**config.mk**
```make
export PLATFORM = sky130hd
export DESIGN_NAME = fpu_addsub_issue_flat
export DESIGN_NICKNAME = d
export VERILOG_FILES = /design/src/rtl/fpu_pkg.sv /design/src/rtl/fpu_addsub_issue_if.sv /design/src/rtl/fpu_classify.sv /design/src/rtl/fpu_addsub_issue.sv /design/src/flat_wrapper.sv
export SDC_FILE = /design/constraint.sdc
export NUM_CORES = 1
export LEC_CHECK = 0
export CORE_ASPECT_RATIO = 2
export CORE_MARGIN = 4
export CORE_UTILIZATION = 49
export CTS_CLUSTER_SIZE = 8
export DETAILED_ROUTE_END_ITERATION = 7
export GPL_TIMING_DRIVEN = 0
export PLACE_DENSITY_LB_ADDON = 0.08
export RECOVER_POWER = 50
export SLEW_MARGIN = 20
export SYNTH_ARGS = -nofsm -noshare
export SYNTH_HDL_FRONTEND = slang
export SYNTH_SLANG_ARGS = --single-unit
```
**constraint.sdc**
```tcl
create_clock -name clock -period 6.6 [get_ports clock]
set_input_delay 1.32 -clock clock [delete_from_list [all_inputs] [get_ports clock]]
set_output_delay 1.32 -clock clock [all_outputs]
set_load 0.1 [all_outputs]
```
**src/rtl/fpu_pkg.sv**
```systemverilog
// Shared types and constants for the FP add/sub/compare issue stage.
package fpu_pkg;

   typedef enum logic [2:0] {
      OP_FADD = 3'd0,
      OP_FSUB = 3'd1,
      OP_FEQ  = 3'd2,
      OP_FLT  = 3'd3,
      OP_FLE  = 3'd4,
      OP_FMIN = 3'd5,
      OP_FMAX = 3'd6,
      OP_RSVD = 3'd7
   } op_e;

   typedef enum logic [1:0] {
      S_IDLE = 2'd0,
      S_BUSY = 2'd1,
      S_DONE = 2'd2
   } state_e;

   localparam logic [31:0] CANON_NAN = 32'h7FC0_0000;
   localparam logic [31:0] POS_INF   = 32'h7F80_0000;
   localparam logic [31:0] NEG_INF   = 32'hFF80_0000;

   localparam int FFLAG_NV = 4;
   localparam int FFLAG_DZ = 3;
   localparam int FFLAG_OF = 2;
   localparam int FFLAG_UF = 1;
   localparam int FFLAG_NX = 0;

endpackage

```
**src/rtl/fpu_addsub_issue_if.sv**
```systemverilog
// Dispatch, writeback and FP-unit signals of the add/sub issue stage.
interface fpu_addsub_issue_if
   import fpu_pkg::*;
#(
   parameter int TAG_W = 5
);
   logic             in_valid;
   logic             in_ready;
   op_e              in_op;
   logic [31:0]      in_a;
   logic [31:0]      in_b;
   logic [TAG_W-1:0] in_tag;

   logic [31:0]      fu_a;
   logic [31:0]      fu_b;
   logic             fu_sub;
   logic             fu_comp;
   logic [31:0]      fu_y;
   logic             fu_a_hi_b;
   logic             fu_a_equal_b;

   logic             out_valid;
   logic             out_ready;
   logic [31:0]      out_data;
   logic [TAG_W-1:0] out_tag;
   logic [4:0]       out_fflags;

   modport slave (
      input  in_valid, in_op, in_a, in_b, in_tag,
      input  fu_y, fu_a_hi_b, fu_a_equal_b, out_ready,
      output in_ready, fu_a, fu_b, fu_sub, fu_comp,
      output out_valid, out_data, out_tag, out_fflags
   );

   modport master (
      output in_valid, in_op, in_a, in_b, in_tag,
      output fu_y, fu_a_hi_b, fu_a_equal_b, out_ready,
      input  in_ready, fu_a, fu_b, fu_sub, fu_comp,
      input  out_valid, out_data, out_tag, out_fflags
   );
endinterface

```
**src/rtl/fpu_classify.sv**
```systemverilog
// Single-precision operand classifier; signalling-NaN and infinity outputs
// exist only when FPU_ISSUE_FFLAGS_EN is defined.
module fpu_classify
   import fpu_pkg::*;
(
   input  logic [30:0] mag,
   output logic        is_nan,
   output logic        is_zero
`ifdef FPU_ISSUE_FFLAGS_EN
   ,
   output logic        is_snan,
   output logic        is_inf
`endif
);

   assign is_nan  = (mag[30:23] == 8'hFF) && (mag[22:0] != 23'd0);
   assign is_zero = (mag == 31'd0);

`ifdef FPU_ISSUE_FFLAGS_EN
   assign is_snan = is_nan && !mag[22];
   assign is_inf  = (mag == POS_INF[30:0]);
`endif

endmodule

```
**src/rtl/fpu_addsub_issue.sv**
```systemverilog
// Issue/retire stage around the FP add/sub/compare unit.
// Optional exception flags: define FPU_ISSUE_FFLAGS_EN.
//
// state  | meaning
// S_IDLE | no op held, ready to accept
// S_BUSY | operands driven to the unit, counting LAT cycles
// S_DONE | formatted result presented, waiting for out_ready
module fpu_addsub_issue
   import fpu_pkg::*;
#(
   parameter int LAT   = 1,
   parameter int TAG_W = 5
)(
   input  logic               clock,
   input  logic               reset,
   fpu_addsub_issue_if.slave  io
);

   localparam logic [3:0] LAST = 4'(LAT - 1);

   state_e           state;
   logic [3:0]       count;
   op_e              op_q;
   logic [31:0]      a_q, b_q;
   logic [TAG_W-1:0] tag_q;
   logic             sub_q, comp_q;
   logic [31:0]      data_q;
   logic [TAG_W-1:0] otag_q;

   logic a_nan, b_nan, a_zero, b_zero;
   logic any_nan, both_zero, eq, hi, sel_hi, accept;
   logic [31:0] res_data;
   logic [4:0]  res_flags;

`ifdef FPU_ISSUE_FFLAGS_EN
   logic a_snan, b_snan, a_inf, b_inf, inf_clash;
   logic [4:0] fflags_q;

   fpu_classify u_cls_a (.mag(a_q[30:0]), .is_nan(a_nan), .is_zero(a_zero),
                         .is_snan(a_snan), .is_inf(a_inf));
   fpu_classify u_cls_b (.mag(b_q[30:0]), .is_nan(b_nan), .is_zero(b_zero),
                         .is_snan(b_snan), .is_inf(b_inf));
`else
   fpu_classify u_cls_a (.mag(a_q[30:0]), .is_nan(a_nan), .is_zero(a_zero));
   fpu_classify u_cls_b (.mag(b_q[30:0]), .is_nan(b_nan), .is_zero(b_zero));
`endif

   assign io.in_ready = (state == S_IDLE) || ((state == S_DONE) && io.out_ready);
   assign accept      = io.in_valid && io.in_ready;
   assign io.out_valid = (state == S_DONE);
   assign io.fu_a     = a_q;
   assign io.fu_b     = b_q;
   assign io.fu_sub   = sub_q;
   assign io.fu_comp  = comp_q;
   assign io.out_data = data_q;
   assign io.out_tag  = otag_q;

   // The unit may report +0/-0 as ordered; treat them as equal here.
   assign any_nan   = a_nan || b_nan;
   assign both_zero = a_zero && b_zero;
   assign eq        = io.fu_a_equal_b || both_zero;
   assign hi        = io.fu_a_hi_b && !both_zero;
   assign sel_hi    = hi || (eq && !a_q[31]);

   always_comb begin
      res_data = 32'd0;
      case (op_q)
         OP_FADD, OP_FSUB: res_data = io.fu_y;
         OP_FEQ:           res_data = {31'd0, !any_nan && eq};
         OP_FLT:           res_data = {31'd0, !any_nan && !hi && !eq};
         OP_FLE:           res_data = {31'd0, !any_nan && !hi};
         OP_FMIN, OP_FMAX: begin
            if (a_nan && b_nan)                   res_data = CANON_NAN;
            else if (a_nan)                       res_data = b_q;
            else if (b_nan)                       res_data = a_q;
            else if (sel_hi ^ (op_q == OP_FMAX))  res_data = b_q;
            else                                  res_data = a_q;
         end
         default:          res_data = 32'd0;
      endcase
   end

`ifdef FPU_ISSUE_FFLAGS_EN
   // Invalid add: infinities of opposite effective sign.
   assign inf_clash = a_inf && b_inf && ((a_q[31] ^ b_q[31]) ^ (op_q == OP_FSUB));

   always_comb begin
      res_flags = 5'd0;
      case (op_q)
         OP_FADD, OP_FSUB:         res_flags[FFLAG_NV] = inf_clash;
         OP_FLT, OP_FLE:           res_flags[FFLAG_NV] = any_nan;
         OP_FEQ, OP_FMIN, OP_FMAX: res_flags[FFLAG_NV] = a_snan || b_snan;
         default:                  res_flags[FFLAG_NV] = 1'b1;
      endcase
   end

   always_ff @(posedge clock or negedge reset) begin
      if (!reset)                                      fflags_q <= 5'd0;
      else if ((state == S_BUSY) && (count == LAST))   fflags_q <= res_flags;
   end

   assign io.out_fflags = fflags_q;
`else
   assign res_flags     = 5'd0;
   assign io.out_fflags = res_flags;
`endif

   always_ff @(posedge clock or negedge reset) begin
      if (!reset) begin
         state  <= S_IDLE;
         count  <= 4'd0;
         op_q   <= OP_FADD;
         a_q    <= 32'd0;
         b_q    <= 32'd0;
         tag_q  <= '0;
         sub_q  <= 1'b0;
         comp_q <= 1'b0;
         data_q <= 32'd0;
         otag_q <= '0;
      end else if (accept) begin
         state  <= S_BUSY;
         count  <= 4'd0;
         op_q   <= io.in_op;
         a_q    <= io.in_a;
         b_q    <= io.in_b;
         tag_q  <= io.in_tag;
         sub_q  <= (io.in_op == OP_FSUB);
         comp_q <= (io.in_op >= OP_FEQ) && (io.in_op <= OP_FMAX);
      end else begin
         case (state)
            S_BUSY: begin
               if (count == LAST) begin
                  data_q <= res_data;
                  otag_q <= tag_q;
                  state  <= S_DONE;
               end else begin
                  count <= count + 4'd1;
               end
            end
            S_DONE: if (io.out_ready) state <= S_IDLE;
            default: ;
         endcase
      end
   end

endmodule
```
**src/flat_wrapper.sv**
```systemverilog
// flat-port wrapper written by rule: the top's interface ports become plain ports
module fpu_addsub_issue_flat import fpu_pkg::*;
#(
   parameter int LAT   = 1,
   parameter int TAG_W = 5
)
  (clock, reset, io_in_valid, io_in_op, io_in_a, io_in_b, io_in_tag, io_fu_y, io_fu_a_hi_b, io_fu_a_equal_b, io_out_ready, io_in_ready, io_fu_a, io_fu_b, io_fu_sub, io_fu_comp, io_out_valid, io_out_data, io_out_tag, io_out_fflags);
  fpu_addsub_issue_if #(.TAG_W(TAG_W)) io_i ();
  input  logic clock;
  input  logic reset;
  input wire logic [$bits(io_i.in_valid)-1:0] io_in_valid;
  input wire logic [$bits(io_i.in_op)-1:0] io_in_op;
  input wire logic [$bits(io_i.in_a)-1:0] io_in_a;
  input wire logic [$bits(io_i.in_b)-1:0] io_in_b;
  input wire logic [$bits(io_i.in_tag)-1:0] io_in_tag;
  input wire logic [$bits(io_i.fu_y)-1:0] io_fu_y;
  input wire logic [$bits(io_i.fu_a_hi_b)-1:0] io_fu_a_hi_b;
  input wire logic [$bits(io_i.fu_a_equal_b)-1:0] io_fu_a_equal_b;
  input wire logic [$bits(io_i.out_ready)-1:0] io_out_ready;
  output wire logic [$bits(io_i.in_ready)-1:0] io_in_ready;
  output wire logic [$bits(io_i.fu_a)-1:0] io_fu_a;
  output wire logic [$bits(io_i.fu_b)-1:0] io_fu_b;
  output wire logic [$bits(io_i.fu_sub)-1:0] io_fu_sub;
  output wire logic [$bits(io_i.fu_comp)-1:0] io_fu_comp;
  output wire logic [$bits(io_i.out_valid)-1:0] io_out_valid;
  output wire logic [$bits(io_i.out_data)-1:0] io_out_data;
  output wire logic [$bits(io_i.out_tag)-1:0] io_out_tag;
  output wire logic [$bits(io_i.out_fflags)-1:0] io_out_fflags;
  assign io_i.in_valid = io_in_valid;
  assign io_i.in_op = io_in_op;
  assign io_i.in_a = io_in_a;
  assign io_i.in_b = io_in_b;
  assign io_i.in_tag = io_in_tag;
  assign io_i.fu_y = io_fu_y;
  assign io_i.fu_a_hi_b = io_fu_a_hi_b;
  assign io_i.fu_a_equal_b = io_fu_a_equal_b;
  assign io_i.out_ready = io_out_ready;
  assign io_in_ready = io_i.in_ready;
  assign io_fu_a = io_i.fu_a;
  assign io_fu_b = io_i.fu_b;
  assign io_fu_sub = io_i.fu_sub;
  assign io_fu_comp = io_i.fu_comp;
  assign io_out_valid = io_i.out_valid;
  assign io_out_data = io_i.out_data;
  assign io_out_tag = io_i.out_tag;
  assign io_out_fflags = io_i.out_fflags;
  fpu_addsub_issue #(.LAT(LAT), .TAG_W(TAG_W)) u_core (.clock(clock), .reset(reset), .io(io_i));
endmodule
```
After elaboration in Yosys (flattened, before gate mapping)
Cells that the tools add are included.
{"block": "totals", "elab_cells": 76, "output_inout_bits": 110, "in_bits": 110, "reg_bits": 117}
{"block": "op_classes", "muxes": 12, "bitwise_logic": 2, "n_reduce_logical": 35, "magnitude_cmp": 2, "eq_ne": 14, "add_sub_neg": 1}
{"op": "case mux 32 bit (5 select lines)", "count": 1}
{"op": "two-way mux 32 bit", "count": 4}
{"op": "logical NOT 31 bit", "count": 2}
{"op": "nonzero test 23 bit", "count": 2}
{"op": "== test 8 bit (second input constant)", "count": 2}
{"op": "logical AND 1 bit", "count": 12}
{"op": "two-way mux 4 bit", "count": 3}
{"op": "== test 3 bit (second input constant)", "count": 3}
{"op": "== test 3 x 1 -> 1 bit (second input constant)", "count": 2}
{"op": "== test 3 x 2 -> 1 bit (second input constant)", "count": 2}
{"op": "two-way mux 2 bit", "count": 3}
{"op": "AND reduction 3 bit", "count": 2}
{"op": "logical NOT 1 bit", "count": 5}
{"op": "adder 4 x 1 -> 4 bit (second input constant)", "count": 1}
{"op": "logical NOT 4 bit", "count": 1}
{"op": "logical OR 1 bit", "count": 4}
{"op": "case mux 2 bit (2 select lines)", "count": 1}
{"op": "OR reduction 2 bit", "count": 2}
{"op": ">= comparator 3 x 2 -> 1 bit (second input constant)", "count": 1}
{"op": "<= comparator 3 bit (second input constant)", "count": 1}
{"op": "logical NOT 3 bit", "count": 1}
{"op": "inequality test 3 x 1 -> 1 bit (second input constant)", "count": 1}
{"op": "inequality test 3 x 2 -> 1 bit (second input constant)", "count": 1}
{"op": "nonzero test 3 bit", "count": 1}
{"op": "other kinds (8)", "count": 8}

Logic depth before layout (Yosys ltp)
{"block": "depth", "ltp_word": 11, "ltp_mapped": 10, "ltp_nobuf": 8}

Hierarchy
A second synthesis with hierarchy kept.
{"block": "unflattened", "cells_unflattened": 645, "hier_area_um2": 5517.8}
{"module": "fpu_addsub_issue", "cells_per_inst": 613, "instances": 1, "area_per_inst_um2": 5312.6, "seq_area_each_um2": 2927.8}
{"module": "fpu_classify", "cells_per_inst": 16, "instances": 2, "area_per_inst_um2": 102.6, "seq_area_each_um2": 0.0}

Least setup slack after synthesis
No wires, ideal clock.
{"block": "synth_timing", "path_kind": "register to output", "startpoint": "reg u_core.state[0]", "endpoint": "out io_in_ready", "slack_ps": 3187, "path_buffers": 0, "path_stages_with_launch": 4, "t_required_ps": 5280, "arrival_time_ps": 2093, "path_cell_list": "dfrtp_1 inv_1 ha_1 a21o_1"}
{"block": "synth_via", "elab_chain_cells": 3, "word_cells_on_any_way": 4, "classes_between": "eq/ne (1); reduce/logical (3)"}
{"element": "start, declared", "line": "fpu_addsub_issue.sv:21", "text": "state_e state;"}
{"element": "start signal, assigned", "line": "fpu_addsub_issue.sv:110", "text": "state <= S_IDLE;"}
{"element": "start signal, assigned", "line": "fpu_addsub_issue.sv:121", "text": "state <= S_BUSY;"}
{"element": "start signal, assigned", "line": "fpu_addsub_issue.sv:135", "text": "state <= S_DONE;"}
{"element": "== test 2 bit"}
{"element": "net io_out_valid", "line": "flat_wrapper.sv:25", "text": "output wire logic [$bits(io_i.out_valid)-1:0] io_out_valid;"}
{"element": "logical AND 1 bit", "line": "fpu_addsub_issue.sv:48", "text": "assign io.in_ready = (state == S_IDLE) || ((state == S_DONE) && io.out_ready);"}
{"element": "logical OR 1 bit", "line": "fpu_addsub_issue.sv:48"}
{"element": "end, declared", "line": "flat_wrapper.sv:20", "text": "output wire logic [$bits(io_i.in_ready)-1:0] io_in_ready;"}
The timed path passes the listed nets, and every way through them passes these cells.

Worst setup path after layout
{"block": "layout_timing", "startpoint": "in io_out_ready", "endpoint": "out io_in_ready"}
{"block": "layout_via", "elab_chain_cells": 2}
{"element": "start, declared", "line": "flat_wrapper.sv:19", "text": "input wire logic [$bits(io_i.out_ready)-1:0] io_out_ready;"}
{"element": "logical AND 1 bit", "line": "fpu_addsub_issue.sv:48"}
{"element": "logical OR 1 bit", "line": "fpu_addsub_issue.sv:48"}
No other way between the ends.

==> flow_summary.json <==
{
  "dieArea_um2": 14500,
  "grt_antenna_before_repair": 0,
  "vias_per_cell": 5.71,
  "worst_ep_arrival_time_ns": 3.19,
  "timing.fmax_ghz": 0.221,
  "critPathLaunch": "io_out_ready",
  "ant_nets": 0,
  "place.gp.congestion": 0.907,
  "drtIter0Drc": 478,
  "ys_ff_latch": 117,
  "slew_headroom_pct": -128,
  "drive_gt1_share_pct": 8.37,
  "outcome": "complete, but fails checks",
  "finalMaxSlewViolations": 61,
  "cp-start-kind": "input pin",
  "seq_area_um2": 2930,
  "finalCriticalPeriod_ns": 4.51,
  "dieWidth_um": 87.3,
  "violations": "max-capacitance violations, max-slew violations",
  "rrSetupSlack_ns": 3.62,
  "layout-area-overhead-vs-synth_pct": 47.4,
  "hold_buffers": 0,
  "drc": 0,
  "synth_top_area_share_pct": 47.6,
  "insertion_delay_ns": 0.42,
  "finalCritPeriodShare_pct": 68.4,
  "cts_tree": "built",
  "cp_max_fo": 3,
  "crit_end": "io_in_ready",
  "dr.pass1.iters": 5,
  "htree_levels": 4,
  "final-hold-violation-count": 0,
  "wirelength_um": 22100,
  "ys_types": 44,
  "placed_cells": 1059,
  "ys_seq_area_share_pct": 47.6,
  "post_synth.cell_area_avg_um2": 8.88,
  "tightest_slew_ns": 3.43,
  "num_rows": 57,
  "clk_pin_slew_ns": 0.05,
  "whs_ns": 0.476,
  "numCtsBuffers": 17,
  "coreArea_um2": 12200,
  "yosys-top-cells-area": "dfrtp_1 48%, nand2_1 13%, o211ai_2 6.3%",
  "end_kind": "output pin",
  "cts_sinks": 117,
  "setup_viol": 0,
  "ios": 220,
  "final_nets": 1047,
  "grt_max_degree": 62,
  "post-cts-setup-buffers": 0,
  "grt_pass1_vias": 6523,
  "detail_route.wl_per_cell_um": 20.3,
  "hp-class": "flip-flop to flip-flop",
  "path_class": "input pin to output pin",
  "diodes": 0,
  "synth_warnings": 0,
  "n_fill_cell": 914,
  "ff2ff_path_depth": 8,
  "r2r-end": "u_core.io.out_data[7]",
  "die_h_um": 166,
  "synth_top_area_cell": "dfrtp_1",
  "grt_remaining_overflow": 0,
  "vias": 6230,
  "cts_buffer_depth": 2,
  "cts_resized": 0,
  "dp_hpwl_um": 17000,
  "place.port_buffers": 214,
  "grt_pass1_wl_um": 34000,
  "root_buffer": "clkbuf_16",
  "grt_usage_pct": 30.6,
  "skew_ns": 0.00925,
  "cap_viol_max_count": 1,
  "multi_input_area_um2": 2820,
  "syn_inst": 693,
  "rsz0062_at_grt": "no",
  "required_ns": 5.28,
  "rr_startpoint": "u_core.io.fu_a[0]",
  "start_util_pct": 50.5,
  "synth.cell_area_um2": 6150,
  "fin_cells": 1091
}
==> per-stage QoR <==
stage                     setup TNS (ns)  instance area [um^2]  worst slack, ns  util (%)
final                                  0                  9070             2.09      74.4
after floorplan                        0                  6170             3.19         -
after global routing                   0                  9070             2.03      74.4
after global placement            -13.40                  8500           -0.127      69.7
after detailed placement               0                  8520             2.15      69.9
after CTS                              0                  9100             2.15      74.6
==> sequential cells by signal, summed over array words and instances, names as in the netlist <==
register,cells
u_core.io.fu_b,32
u_core.io.fu_a,32
u_core.io.out_tag,5
u_core.op_q,3
u_core.io.fu_comp,1
u_core.io.out_data,32
u_core.io.fu_sub,1
u_core.tag_q,5
u_core.count,4
u_core.state,2
==> synth_stat cells <==
library cell / count
nand2_1: 220
dfrtp_1: 117
clkbuf_1: 44
a21oi_1: 34
and3_1: 33
inv_1: 32
o211ai_2: 31
o2111ai_1: 30
o21ai_0: 26
a211oi_1: 24
nor2_1: 14
nor4_1: 11
and2_1: 10
buf_6: 6
ha_1: 6
buf_4: 5
nand2b_1: 5
nand4_1: 5
and4_1: 3
buf_2: 3
nor3_1: 3
mux2i_1: 2
nand3_1: 2
nor3b_1: 2
o31ai_1: 2
or4_1: 2
or4_4: 2
xnor2_1: 2
xor2_1: 2
a2111o_1: 1
a211o_1: 1
a21o_1: 1
a221oi_1: 1
a22oi_2: 1
a311oi_1: 1
a31o_4: 1
a41o_1: 1
a41oi_1: 1
a41oi_2: 1
conb_1: 1
nor4_4: 1
o211a_1: 1
o221ai_1: 1
o41ai_1: 1
==> cell usage in the layout (no fill, tap or decap), types with 3 or more instances in the layout <==
cell type,synthesis,layout
a211oi_1,24,24
a21oi_1,34,34
and2_1,10,8
and3_1,33,33
and4_1,3,3
buf_2,3,3
buf_4,5,5
buf_6,6,6
clkbuf_1,44,46
clkbuf_16,0,17
clkdlybuf4s50_1,0,212
clkinv_2,0,4
clkinvlp_4,0,6
conb_1,1,5
dfrtp_1,117,117
ha_1,6,6
inv_1,32,32
nand2_1,220,220
nand2b_1,5,5
nand4_1,5,5
nor2_1,14,14
nor3_1,3,3
nor4_1,11,11
o2111ai_1,30,30
o211ai_1,0,4
o211ai_2,31,27
o21ai_0,26,26
==> layer usage <==
| metal | track usage (%) | vias up | part of all wire, % |
|---|---|---|---|
| li1 | - | 2889 | - |
| met1 | 30.9 | 2987 | 33 |
| met2 | 55.4 | 275 | 55 |
| met3 | 6.03 | 79 | 6.1 |
| met4 | 18.7 | 0 | 5.8 |
| met5 | 0 | - | 0 |
==> area by class of cell <==
cell class	count	area share, %
Sequential cell	117	32.3
Multi-Input combinational cell	490	31.0
Timing Repair Buffer	215	23.8
Clock buffer	19	4.88
Buffer	58	3.14
Tap cell	147	2.03
Clock inverter	13	1.48
Inverter	32	1.32
==> cell families (layout without fill, tap and decap cells) <==
family | count (synthesis) | in the layout | share of synthesized area (%)
mux | 2 | 2 | 0.325
flops | 117 | 117 | 47.6
simple gates | 313 | 313 | 22.8
other cells | 1 | 5 | 0.0609
compound gates | 160 | 160 | 20.9
xor+xnor | 4 | 4 | 0.569
fa+ha+maj | 6 | 6 | 1.22
buf+inv | 90 | 337 | 6.59
==> critical path, cell delays in order <==
cell and delay (ns):
dlygate4sd3_1 0.58, a21o_1 0.16, clkdlybuf4s50_1 1.14
==> worst min path at each step <==
stage	startpoint	to	slack, ns	cells past startpoint
finish	u_core.tag_q[4]	u_core.io.out_tag[4]	0.48	2
global route	u_core.tag_q[4]	u_core.io.out_tag[4]	0.50	2
CTS	u_core.tag_q[4]	u_core.io.out_tag[4]	0.48	2
detailed placement	u_core.io.out_tag[4]	u_core.io.out_tag[4]	0.46	2
global placement	u_core.tag_q[4]	u_core.io.out_tag[4]	0.45	2
floorplan	u_core.tag_q[0]	u_core.io.out_tag[0]	0.44	2
Power is left out: the tool's default activity adds up to more than one toggle a clock period on the data nets, which glitch-free logic cannot reach.
